`src/rtl/csr_pkg.sv`:
```
// Shared address map helpers, access decode and byte-enable expansion for the
// control/status register bank.
package csr_pkg;

  // Widest register supported by the byte-mask helper; callers cast down.
  localparam int CSR_MAX_DW = 256;
  localparam int CSR_MAX_BE = CSR_MAX_DW / 8;

  typedef enum logic [2:0] {
    CSR_NONE   = 3'd0,
    CSR_STATUS = 3'd1,
    CSR_EVT    = 3'd2,
    CSR_MASK   = 3'd3,
    CSR_CTRL   = 3'd4
  } csr_kind_e;

  function automatic int evt_addr(input int num_status);
    return num_status;
  endfunction

  function automatic int mask_addr(input int num_status);
    return num_status + 1;
  endfunction

  function automatic int ctrl_base(input int num_status);
    return num_status + 2;
  endfunction

  function automatic int num_ctrl(input int num_regs, input int num_status);
    return num_regs - num_status - 2;
  endfunction

  function automatic csr_kind_e csr_decode(input int addr, input int num_status,
                                           input int num_regs);
    if (addr < num_status)          return CSR_STATUS;
    if (addr == evt_addr(num_status))  return CSR_EVT;
    if (addr == mask_addr(num_status)) return CSR_MASK;
    if (addr < num_regs)            return CSR_CTRL;
    return CSR_NONE;
  endfunction

  function automatic logic [CSR_MAX_DW-1:0] be_to_mask(input logic [CSR_MAX_BE-1:0] be);
    logic [CSR_MAX_DW-1:0] m;
    m = '0;
    for (int b = 0; b < CSR_MAX_BE; b++) begin
      m[b*8 +: 8] = {8{be[b]}};
    end
    return m;
  endfunction

endpackage

```
`src/rtl/csr_bank_if.sv`:
```
// Host-side write/read bus of the register bank.
interface csr_bank_if #(
  parameter int ADDR_WIDTH = 3,
  parameter int DATA_WIDTH = 32
);
  logic                    host_we;
  logic [ADDR_WIDTH-1:0]   host_wr_addr;
  logic [DATA_WIDTH-1:0]   host_wr_data;
  logic [DATA_WIDTH/8-1:0] host_be;
  logic                    host_re;
  logic [ADDR_WIDTH-1:0]   host_rd_addr;
  logic [DATA_WIDTH-1:0]   host_rd_data;
  logic                    host_rd_valid;
  logic                    host_done;
  logic                    host_err;

  modport master (
    output host_we, host_wr_addr, host_wr_data, host_be, host_re, host_rd_addr,
    input  host_rd_data, host_rd_valid, host_done, host_err
  );

  modport slave (
    input  host_we, host_wr_addr, host_wr_data, host_be, host_re, host_rd_addr,
    output host_rd_data, host_rd_valid, host_done, host_err
  );
endinterface

```
`src/rtl/csr_event_capture.sv`:
```
// Rising-edge detector feeding a sticky write-1-to-clear event register;
// a new edge in the same cycle as a clear keeps the bit set.
module csr_event_capture #(
  parameter int DATA_WIDTH = 32
) (
  input  logic                  clk,
  input  logic                  rst_n,
  input  logic [DATA_WIDTH-1:0] sys_event,
  input  logic                  clr_en,
  input  logic [DATA_WIDTH-1:0] clr_mask,
  output logic [DATA_WIDTH-1:0] evt
);

  logic [DATA_WIDTH-1:0] sys_event_d_reg;
  logic [DATA_WIDTH-1:0] evt_reg;
  logic [DATA_WIDTH-1:0] evt_next;
  logic [DATA_WIDTH-1:0] rise;

  assign rise = sys_event & ~sys_event_d_reg;

  always_comb begin
    evt_next = evt_reg;
    if (clr_en) begin
      evt_next = evt_next & ~clr_mask;
    end
    evt_next = evt_next | rise;
  end

  always_ff @(posedge clk or negedge rst_n) begin
    if (!rst_n) begin
      sys_event_d_reg <= '0;
      evt_reg         <= '0;
    end else begin
      sys_event_d_reg <= sys_event;
      evt_reg         <= evt_next;
    end
  end

  assign evt = evt_reg;

endmodule

```
`src/rtl/csr_bank.sv`:
```
// Host control/status register bank: sampled status words, sticky event
// register with mask and interrupt, and byte-enabled control words.
module csr_bank
  import csr_pkg::*;
#(
  parameter int DATA_WIDTH = 32,
  parameter int NUM_REGS   = 8,
  parameter int ADDR_WIDTH = 3,
  parameter int NUM_STATUS = 2,
  localparam int NUM_CTRL  = num_ctrl(NUM_REGS, NUM_STATUS)
) (
  input  logic                             clk,
  input  logic                             rst_n,
  csr_bank_if.slave                        bus,
  input  logic [NUM_STATUS*DATA_WIDTH-1:0] sys_status,
  input  logic [DATA_WIDTH-1:0]            sys_event,
  output logic [NUM_CTRL*DATA_WIDTH-1:0]   ctrl_out,
  output logic                             irq
);

  localparam int CTRL_BASE = ctrl_base(NUM_STATUS);
  localparam int ADDR_SPAN = 2 ** ADDR_WIDTH;

  csr_kind_e             wr_kind;
  csr_kind_e             rd_kind;
  logic                  wr_bad;
  logic                  rd_bad;
  logic [DATA_WIDTH-1:0] wr_mask;
  logic [DATA_WIDTH-1:0] evt;
  logic [DATA_WIDTH-1:0] rd_mux;

  logic [NUM_STATUS*DATA_WIDTH-1:0] status_reg;
  logic [DATA_WIDTH-1:0]            mask_reg;
  logic [DATA_WIDTH-1:0]            mask_next;
  logic                             irq_reg;
  logic [DATA_WIDTH-1:0]            rd_data_reg;
  logic                             rd_valid_reg;
  logic                             done_reg;
  logic                             err_reg;

  // Every address slot, out-of-range ones tied to zero, for the read mux.
  logic [ADDR_SPAN*DATA_WIDTH-1:0]  reg_flat;

  assign wr_kind = csr_decode(int'(bus.host_wr_addr), NUM_STATUS, NUM_REGS);
  assign rd_kind = csr_decode(int'(bus.host_rd_addr), NUM_STATUS, NUM_REGS);
  assign wr_bad  = bus.host_we && (wr_kind == CSR_STATUS || wr_kind == CSR_NONE);
  assign rd_bad  = bus.host_re && (rd_kind == CSR_NONE);
  assign wr_mask = DATA_WIDTH'(be_to_mask(CSR_MAX_BE'(bus.host_be)));

  csr_event_capture #(
    .DATA_WIDTH (DATA_WIDTH)
  ) u_event (
    .clk       (clk),
    .rst_n     (rst_n),
    .sys_event (sys_event),
    .clr_en    (bus.host_we && wr_kind == CSR_EVT),
    .clr_mask  (bus.host_wr_data & wr_mask),
    .evt       (evt)
  );

  always_ff @(posedge clk or negedge rst_n) begin
    if (!rst_n) begin
      status_reg <= '0;
    end else begin
      status_reg <= sys_status;
    end
  end

  assign mask_next = (mask_reg & ~wr_mask) | (bus.host_wr_data & wr_mask);

  always_ff @(posedge clk or negedge rst_n) begin
    if (!rst_n) begin
      mask_reg <= '0;
      irq_reg  <= 1'b0;
    end else begin
      if (bus.host_we && wr_kind == CSR_MASK) begin
        mask_reg <= mask_next;
      end
      irq_reg <= |(evt & mask_reg);
    end
  end

  genvar gi;
  generate
    for (gi = 0; gi < NUM_CTRL; gi++) begin : g_ctrl
      logic [DATA_WIDTH-1:0] word_reg;
      logic [DATA_WIDTH-1:0] word_next;
      logic                  hit;

      assign hit       = bus.host_we && (bus.host_wr_addr == ADDR_WIDTH'(CTRL_BASE + gi));
      assign word_next = (word_reg & ~wr_mask) | (bus.host_wr_data & wr_mask);

      always_ff @(posedge clk or negedge rst_n) begin
        if (!rst_n) begin
          word_reg <= '0;
        end else if (hit) begin
          word_reg <= word_next;
        end
      end

      assign ctrl_out[gi*DATA_WIDTH +: DATA_WIDTH] = word_reg;
    end

    for (gi = 0; gi < ADDR_SPAN; gi++) begin : g_view
      if (gi < NUM_STATUS) begin : g_stat
        assign reg_flat[gi*DATA_WIDTH +: DATA_WIDTH] = status_reg[gi*DATA_WIDTH +: DATA_WIDTH];
      end else if (gi == NUM_STATUS) begin : g_evt
        assign reg_flat[gi*DATA_WIDTH +: DATA_WIDTH] = evt;
      end else if (gi == NUM_STATUS + 1) begin : g_mask
        assign reg_flat[gi*DATA_WIDTH +: DATA_WIDTH] = mask_reg;
      end else if (gi < NUM_REGS) begin : g_ctl
        assign reg_flat[gi*DATA_WIDTH +: DATA_WIDTH] =
            ctrl_out[(gi-CTRL_BASE)*DATA_WIDTH +: DATA_WIDTH];
      end else begin : g_none
        assign reg_flat[gi*DATA_WIDTH +: DATA_WIDTH] = '0;
      end
    end
  endgenerate

  always_comb begin
    rd_mux = '0;
    for (int i = 0; i < ADDR_SPAN; i++) begin
      if (bus.host_rd_addr == ADDR_WIDTH'(i)) begin
        rd_mux = reg_flat[i*DATA_WIDTH +: DATA_WIDTH];
      end
    end
  end

  // Read data is taken from current register state, so a same-cycle write is not yet visible.
  always_ff @(posedge clk or negedge rst_n) begin
    if (!rst_n) begin
      rd_data_reg  <= '0;
      rd_valid_reg <= 1'b0;
      done_reg     <= 1'b0;
      err_reg      <= 1'b0;
    end else begin
      rd_valid_reg <= bus.host_re;
      done_reg     <= bus.host_we;
      err_reg      <= wr_bad || rd_bad;
      if (bus.host_re) begin
        rd_data_reg <= rd_bad ? '0 : rd_mux;
      end
    end
  end

  assign bus.host_rd_data  = rd_data_reg;
  assign bus.host_rd_valid = rd_valid_reg;
  assign bus.host_done     = done_reg;
  assign bus.host_err      = err_reg;
  assign irq               = irq_reg;

endmodule

```
`src/flat_wrapper.sv`:
```
// flat-port wrapper written by rule: the top's interface ports become plain ports
module csr_bank_flat import csr_pkg::*;
#(
  parameter int DATA_WIDTH = 32,
  parameter int NUM_REGS   = 8,
  parameter int ADDR_WIDTH = 3,
  parameter int NUM_STATUS = 2,
  localparam int NUM_CTRL  = num_ctrl(NUM_REGS, NUM_STATUS)
)
  (clk, rst_n, sys_status, sys_event, ctrl_out, irq, bus_host_we, bus_host_wr_addr, bus_host_wr_data, bus_host_be, bus_host_re, bus_host_rd_addr, bus_host_rd_data, bus_host_rd_valid, bus_host_done, bus_host_err);
  csr_bank_if #(.ADDR_WIDTH(ADDR_WIDTH), .DATA_WIDTH(DATA_WIDTH)) bus_i ();
  input  logic clk;
  input  logic rst_n;
  input  logic [NUM_STATUS*DATA_WIDTH-1:0] sys_status;
  input  logic [DATA_WIDTH-1:0] sys_event;
  output logic [NUM_CTRL*DATA_WIDTH-1:0] ctrl_out;
  output logic irq;
  input wire logic [$bits(bus_i.host_we)-1:0] bus_host_we;
  input wire logic [$bits(bus_i.host_wr_addr)-1:0] bus_host_wr_addr;
  input wire logic [$bits(bus_i.host_wr_data)-1:0] bus_host_wr_data;
  input wire logic [$bits(bus_i.host_be)-1:0] bus_host_be;
  input wire logic [$bits(bus_i.host_re)-1:0] bus_host_re;
  input wire logic [$bits(bus_i.host_rd_addr)-1:0] bus_host_rd_addr;
  output wire logic [$bits(bus_i.host_rd_data)-1:0] bus_host_rd_data;
  output wire logic [$bits(bus_i.host_rd_valid)-1:0] bus_host_rd_valid;
  output wire logic [$bits(bus_i.host_done)-1:0] bus_host_done;
  output wire logic [$bits(bus_i.host_err)-1:0] bus_host_err;
  assign bus_i.host_we = bus_host_we;
  assign bus_i.host_wr_addr = bus_host_wr_addr;
  assign bus_i.host_wr_data = bus_host_wr_data;
  assign bus_i.host_be = bus_host_be;
  assign bus_i.host_re = bus_host_re;
  assign bus_i.host_rd_addr = bus_host_rd_addr;
  assign bus_host_rd_data = bus_i.host_rd_data;
  assign bus_host_rd_valid = bus_i.host_rd_valid;
  assign bus_host_done = bus_i.host_done;
  assign bus_host_err = bus_i.host_err;
  csr_bank #(.DATA_WIDTH(DATA_WIDTH), .NUM_REGS(NUM_REGS), .ADDR_WIDTH(ADDR_WIDTH), .NUM_STATUS(NUM_STATUS)) u_core (.clk(clk), .rst_n(rst_n), .bus(bus_i), .sys_status(sys_status), .sys_event(sys_event), .ctrl_out(ctrl_out), .irq(irq));
endmodule
```
`config.mk`:
```
export PLATFORM = sky130hd
export DESIGN_NAME = csr_bank_flat
export DESIGN_NICKNAME = d
export VERILOG_FILES = /design/src/rtl/csr_pkg.sv /design/src/rtl/csr_bank_if.sv /design/src/rtl/csr_event_capture.sv /design/src/rtl/csr_bank.sv /design/src/flat_wrapper.sv
export SDC_FILE = /design/constraint.sdc
export NUM_CORES = 1
export LEC_CHECK = 0
export ABC_AREA = 1
export CORE_ASPECT_RATIO = 2
export CORE_MARGIN = 2
export CORE_UTILIZATION = 40
export DETAILED_ROUTE_END_ITERATION = 16
export PLACE_DENSITY_LB_ADDON = 0.1
export RECOVER_POWER = 25
export SYNTH_ARGS = -nofsm -noshare
export SYNTH_HDL_FRONTEND = slang
export SYNTH_SLANG_ARGS = --single-unit
```
`constraint.sdc`:
```
create_clock -name clk -period 1.85 [get_ports clk]
set_input_delay 0.185 -clock clk [delete_from_list [all_inputs] [get_ports clk]]
set_output_delay 0.185 -clock clk [all_outputs]
set_load 0.1 [all_outputs]
```
Word-level counts from Yosys, hierarchy flattened
Cells that the tools add are included.

Bits in registers: 324. Input port bits: 142. Word-level logic and storage cells: 107. Output and inout port bits: 164.

Reductions and logical operators: 14. $lt $le $gt $ge: 2. Bitwise operators: 18. Mux-type cells: 42. Equal/unequal tests: 18.

Operators with widths (number): 32-bit two-way mux (10); 32-bit AND (9); 32-bit OR (6); 32-bit inverter (3); 3-bit two-way mux (14); 3-bit == test, second input constant (12); 32-bit OR reduction (1); 1-bit two-way mux (18); 3-bit by 2-bit == test with 1-bit output, second input constant (4); 3-bit zero test (3); 1-bit logical AND (8); 3-bit by 1-bit == test with 1-bit output, second input constant (2); 3-bit by 2-bit < comparator with 1-bit output, second input constant (2); 1-bit logical OR (2).

Logic depth before layout (Yosys ltp)
Word-level depth: 16. Depth in mapped cells: 11.

Hierarchy
Synthesis repeated with hierarchy kept, for this count alone.

Cell total of the unflattened synthesis: 1615. Area total of the unflattened synthesis: 13650.6 sq um.

By module, submodules not included: csr_bank (seq. area each 6506.2 sq um, cells an instance 1388, area each 11414.7 sq um, times used 1); csr_event_capture (seq. area each 1601.5 sq um, cells an instance 227, area each 2235.9 sq um, times used 1).

Worst setup path after synthesis
Ideal clock, no wire load.

Path kind: reg2reg. Start point: register with a tool-made name. End point: register u_core.rd_data_reg[14] (netlist: u_core.bus.host_rd_data[14]). Setup slack: 0.347 ns. Arrival time: 1.435 ns. Required time: 1.782 ns. Cell stages (with the launch flop): 9. Library setup time: 0.068 ns. Path buffers: 0. Path through: dfrtp_1 -> nand4_1 -> nand2_1 -> inv_1 -> nand4_1 -> nand2_1 -> nand2_1 -> nand2_1 -> nand2_1.

RTL lines: end signal, assigned (RTL line csr_bank.sv:141) `rd_data_reg <= rd_bad ? '0 : rd_mux;`; end, declared (RTL line csr_bank.sv:36) `logic [DATA_WIDTH-1:0] rd_data_reg;`.

==> results.json <==
{
  "vias": 11500,
  "worstPathArrival_ps": 2040,
  "ys_seq_area_frac": 0.623,
  "power_mw": 23.7,
  "skew_ps": 8.83,
  "cap_violations": 0,
  "fp.coreArea_mm2": 0.0321,
  "ys_types": 20,
  "p_sw_frac": 0.434,
  "cts_tree": "done",
  "drv_slew": 0,
  "ctsResizeCount": 0,
  "syn_area_mm2": 0.0130,
  "ant_nets": 0,
  "grt_pass1_vias": 11700,
  "pin_count": 306,
  "power_density_mw_per_mm2": 1310,
  "seqPwrFrac": 0.375,
  "syn_to_final_growth_pct": 39.1,
  "clock_latency_ps": 580,
  "cp-start-kind": "flip-flop",
  "yosys_register_bits": 324,
  "max-slew-margin-rel": 0.301,
  "ctsLongestPathBuffers": 3,
  "layout_commonest_cell": "nand2_1",
  "ir_drop_mv": 0.751,
  "grt_max_degree": 65,
  "switchingPower_mw": 10.3,
  "worstSetupEndpointType": "flip-flop",
  "required_ps": 2310,
  "place_hpwl_um": 33900,
  "rows": 93,
  "gp_congestion": 0.834,
  "start_util": 0.405,
  "worstPathMaxFanout": 3,
  "worstMarginPinSlew_ps": 1050,
  "syn-num-nets": 1624,
  "grt_pass1_wl_um": 68500,
  "portBuffers": 305,
  "antenna_found_initial": 9,
  "timing.fmax_ghz": 0.629,
  "r2r_slack_ps": 260,
  "hold_viol_final": 0,
  "holdCritPathClass": "primary input to flip-flop",
  "synth_area_per_cell_um2": 8.79,
  "cts_buffers": 30,
  "clk_pin_slew_ps": 70,
  "timing_worst_setup_path_type": "flip-flop to flip-flop",
  "wire_per_inst_um": 19.7,
  "die_y_um": 259,
  "fin_crit_sh": 0.859,
  "combPwrFrac": 0.356,
  "first_pass_iters": 5,
  "setup_viol": 0,
  "final_cell_mix": "nand2_1 (492), dfrtp_1 (324), buf_4 (229), o21ai_0 (224), nor2_1 (135)",
  "hold_end": "u_core.status_reg[9]",
  "via_per_inst": 4.97,
  "leakagePower_nw": 9.01,
  "numClockSinks": 324,
  "drc": 0,
  "worstRegToRegCells": 7,
  "clkPwrFrac": 0.269,
  "finalWirelength_um": 45800,
  "clock-root-buffer": "clkbuf_16",
  "yosysWarnings": 0,
  "grt_util_all_layers": 0.266,
  "grt_setup_unrepaired": "no",
  "die_x_um": 132,
  "timing.hold.ws_ps": 162,
  "status": "complete, no violations",
  "p_int_mw": 13.4,
  "hold_depth": 1,
  "worstHoldStart": "sys_status[9]",
  "r2r_end": "u_core.irq",
  "drt_iter0_drc": 651,
  "drive_gt1_frac": 0.174,
  "finalNetCount": 2008,
  "gr-total-overflow": 0,
  "die-area_mm2": 0.0341,
  "h-tree-depth": 1,
  "post-route-min-period_ps": 1590,
  "netlist_instances": 1482
}
==> kinds of logic after synthesis <==
logic type             Yosys count  share of synthesized area
AND/OR/NAND/NOR                728                      0.227
flip-flops                     324                      0.623
AO/OA/AOI/OAI                  256                     0.0990
buffers and inverters          174                     0.0516
==> through the flow <==
stage | utilization | instances | worst slack (ps) | cell area [µm²] | setup TNS [ps]
after floorplan | - | 1482 | 347 | 13000 | 0
after global placement | 0.534 | 2260 | -142 | 17100 | -1740
after detailed placement | 0.534 | 2260 | -217 | 17100 | -4250
after CTS | 0.565 | 2315 | 244 | 18100 | 0
after global routing | 0.564 | 2320 | 56.1 | 18100 | 0
final | 0.564 | 2320 | 261 | 18100 | 0
==> synth_stat cells <==
master,n,area share
buf_4,2,0.0012
a21oi_1,30,0.012
nor2_1,135,0.039
nor4_1,1,0.00048
o21ai_0,224,0.086
dfrtp_1,324,0.62
nor3_1,2,0.00077
nand4_1,43,0.021
nand3_1,42,0.016
inv_1,113,0.033
nor3_2,3,0.0023
inv_2,6,0.0017
buf_2,9,0.0035
clkinv_1,1,0.00029
nor3_4,1,0.0012
clkbuf_1,41,0.012
buf_1,2,0.00058
nand2_1,492,0.14
or2_2,9,0.0043
a221oi_1,2,0.0013
==> final cells by class <==
cell class	instances	area, µm²
multi-input combinational	984	4260
sequential	324	8110
fill	3027	14000
clock buffer	41	833
clock inverter	13	155
antenna	5	12.5
tap	427	534
inverter	120	450
timing repair buffer	406	3760
==> repair_timing <==
item	CTS	global route
hold endpoints to repair	51	0
hold buffers	1	0
setup buffers	0	0
==> how the worst max path moves through the flow <==
stage / startpoint / to / cells after the start
after floorplan: flip-flop / u_core.bus.host_rd_data[14] / 8
after global placement: bus_host_rd_addr[2] / u_core.bus.host_rd_data[24] / 11
after detailed placement: bus_host_rd_addr[2] / u_core.bus.host_rd_data[8] / 11
after CTS: flip-flop / u_core.irq / 7
after global routing: rst_n / async pin / 3
final: flip-flop / u_core.irq / 7
==> critical path, cell delays in order, from the launching register on <==
cell and delay [ps]:
dfrtp_1 400, nand2_1 230, nand2_1 140, a221oi_1 240, buf_4 170, nand2_1 60, nor3_1 150, nand2_1 70
==> routing by layer <==
layer | vias to the layer above | GRT usage | part of all wire
met1 | 5539 | 0.306 | 0.38
met5 | - | 0 | 0.00090
met2 | 377 | 0.482 | 0.53
met3 | 110 | 0.0353 | 0.046
li1 | 5507 | - | -
met4 | 6 | 0.136 | 0.050
==> power groups by stage <==
stage	logic (mW)	registers [mW]	clock network, mW
4_1_cts	8.54	8.86	6.46
3_5_place_dp	8.53	8.97	0
5_1_grt	8.77	8.97	6.72
2_1_floorplan	1.16	13.7	0
6_report	8.43	8.86	6.37
3_3_place_gp	8.45	8.96	0
No activity file was read; power rests on OpenSTA's default activity.
==> variant (same flow settings) <==
`ADDR_WIDTH` is set to 3 in 3 places; all go to 2.
--- a/src/rtl/csr_bank_if.sv
+++ b/src/rtl/csr_bank_if.sv
@@ -1,6 +1,6 @@
 // Host-side write/read bus of the register bank.
 interface csr_bank_if #(
-  parameter int ADDR_WIDTH = 3,
+  parameter int ADDR_WIDTH = 2,
   parameter int DATA_WIDTH = 32
 );
   logic                    host_we;
--- a/src/rtl/csr_bank.sv
+++ b/src/rtl/csr_bank.sv
@@ -5,7 +5,7 @@
 #(
   parameter int DATA_WIDTH = 32,
   parameter int NUM_REGS   = 8,
-  parameter int ADDR_WIDTH = 3,
+  parameter int ADDR_WIDTH = 2,
   parameter int NUM_STATUS = 2,
   localparam int NUM_CTRL  = num_ctrl(NUM_REGS, NUM_STATUS)
 ) (
--- a/src/flat_wrapper.sv
+++ b/src/flat_wrapper.sv
@@ -3,7 +3,7 @@
 #(
   parameter int DATA_WIDTH = 32,
   parameter int NUM_REGS   = 8,
-  parameter int ADDR_WIDTH = 3,
+  parameter int ADDR_WIDTH = 2,
   parameter int NUM_STATUS = 2,
   localparam int NUM_CTRL  = num_ctrl(NUM_REGS, NUM_STATUS)
 )
Ports: changed (resized bus_host_rd_addr and bus_host_wr_addr); port bits go from 306 to 304. The function was not compared with the original's and may differ.
==> variant against the original RTL <==
  * Total power decreased by 3.8%
  * Critical path type is now reg2out
  * Worst setup slack gained 140 ps
  * Routed wire length down 27%
  * Final area decreased by 7.4%
  * Sequential share of layout area is 3.6 points higher
  * Utilization decreased by 1.7 points
  * Area after synthesis down 5.0%
  * Sequential power is 3.4% lower
  * Critical endpoint is now ctrl_out[96]
  * Sequential cell count is the same
  * Combinational power down 10%
==> variant: results (changes against the original RTL) <==
outcome: finished, final reports clean (unchanged)
WL met3: 1.93 mm (was 2.13 mm)
Commonest cells post-synth: nand2_1 (508), dfrtp_1 (324), o21ai_0 (165) (was nand2_1 (492), dfrtp_1 (324), o21ai_0 (224))
largest net degree at the start of global routing: 72 (was 65)
Warnings, synthesis: 0 (unchanged)
dpl hpwl: 25.5 mm (was 33.9 mm)
final clock skew: 13.8 ps (was 8.83 ps)
final global-route overflow total: 0 (unchanged)
met1 routed wirelength after detailed routing: 15.3 mm (was 17.2 mm)
family with the most delay on the worst path: flip-flops (was simple AND/OR/NAND/NOR gates)
dominant cells by area after synthesis: dfrtp_1 (66%), nand2_1 (15%), o21ai_0 (6.7%) (was dfrtp_1 (62%), nand2_1 (14%), o21ai_0 (8.6%))
Total Wirelength: 33.6 mm (was 45.8 mm)
n_diodes: 0 (was 5)
per-instance average area after synthesis: 9.48 µm² (was 8.79 µm²)
share of async-settable or async-resettable flops after synthesis: 1.00 (unchanged)
PostCTS Resize Cnt: 0 (unchanged)
Rel. slew slack: 0.460 (was 0.301)
final estimated routing congestion in global placement: 0.885 (was 0.834)
library cell contributing the largest single delay on the critical path: dfrtp_1 (unchanged)
clock root buffer: clkbuf_16 (unchanged)
top routing layer used: met5 (unchanged)
depth of the CTS H-tree: 1 (unchanged)
wire length of the first global-routing pass: 53.8 mm (was 68.5 mm)
number of hold-repair buffers added at the cts stage: 1 (unchanged)
worst r2r dst: u_core.irq$_DFF_PN0_ (unchanged)
number of vias in the routed layout: 9624 (was 11500)
via count of the first global-routing pass: 9731 (was 11700)
Filler cells: 2793 (was 3027)
RR Startpoint: u_core.u_event.evt[25]$_DFF_PN0_
most used flip-flop cell after synthesis: dfrtp_1 (unchanged)
total leakage power: 0.00858 µW (was 0.00901 µW)
min-delay worst type: in2async (was in2reg)
Met2 Wirelength: 15.4 mm (was 24.2 mm)
count of distinct cell types in the synthesized netlist: 21 (was 20)
Arr. time, crit path: 1270 ps (was 2040 ps)
length of the first detailed-routing pass in iterations: 5 (unchanged)
buffer depth of the longest clock path: 3 (unchanged)
switching fraction of total power: 0.410 (was 0.434)
Crit Path Max Fanout: 2 (was 3)
antenna violations before repair: 1 (was 9)
net total in the final layout: 1787 (was 2008)
Inserted Clock Buffers: 29 (was 30)
delay contributed by the slowest stage of the critical path: 400 ps (about the same)
clock-pin slew reported for the worst setup and hold paths after clock tree synthesis: 70 ps (about the same)
share of layout cells above drive strength 1: 0.177 (was 0.174)
proportion of synthesized chip area in sequential cells: 0.655 (was 0.623)
r2r worst-path depth: 6 (was 7)
syn_nets: 1446 (was 1624)
VDD IR-drop max: 0.892 mV (was 0.751 mV)
GRT Resource Usage Total: 0.210 (was 0.266)
later-pin clock latency in the skew report: 560 ps (was 580 ps)
worst-case register-to-register setup slack: 740 ps (was 260 ps)
Iter 0 DRT Violations: 451 (was 651)
buffer count from post-CTS setup fixing: 0 (unchanged)
# port buffers: 303 (was 305)
[variant: logic make-up (layout without fill, tap and decap cells)]
group                  Yosys count  after routing  synth area share
flip-flops                     324            324             0.655
AND/OR/NAND/NOR                594            594             0.199
AO/OA/AOI/OAI                  210            210            0.0874
buffers and inverters          178            540            0.0584
[variant: through the flow]
stage	area [µm²]	instances	worst slack, ps	hold WS, ps	total power, µW
finish	16800	2040	397	124	22800
global route	16800	2040	353	132	23700
CTS	16800	2040	368	33.5	23000
detailed placement	15700	1987	3.07	123	16300
global placement	15700	1987	71.3	118	16300
floorplan	12400	1306	611	-111	14100
[variant: layout make-up]
| cell class | instances | area, µm² | share of cell area |
|---|---|---|---|
| tap | 372 | 465 | 0.0278 |
| multi-input combinational | 804 | 3540 | 0.211 |
| timing repair buffer | 356 | 3110 | 0.185 |
| inverter | 132 | 495 | 0.0296 |
| sequential | 324 | 8110 | 0.484 |
| clock inverter | 19 | 268 | 0.0160 |
| clock buffer | 33 | 781 | 0.0466 |
[variant: how the worst max path moves through the flow]
stage,startpoint,cells past startpoint,to,slack (ps)
5_1_grt,u_core.bus.host_rd_data[21]$_DFFE_PN0P_,1,bus_host_rd_data[21],350
2_1_floorplan,flop,2,flop,610
3_5_place_dp,bus_host_we,8,flop,3
3_3_place_gp,bus_host_wr_addr[0],7,flop,70
6_report,flop,1,ctrl_out[96],400
4_1_cts,u_core.bus.host_rd_data[1]$_DFFE_PN0P_,1,bus_host_rd_data[1],370
[variant: power groups by stage]
stage	sequential [µW]	clock, µW	combinational (µW)
detailed placement	8670	0	7670
CTS	8560	6800	7670
finish	8560	6630	7570
floorplan	13100	0	1060
global route	8660	7060	7930
global placement	8660	0	7620
[variant: routing by layer]
metal,vias up,global-route usage
met1,4500,0.307
li1,4759,-
met2,306,0.324
met4,2,0.0678
met3,57,0.0288
met5,-,0
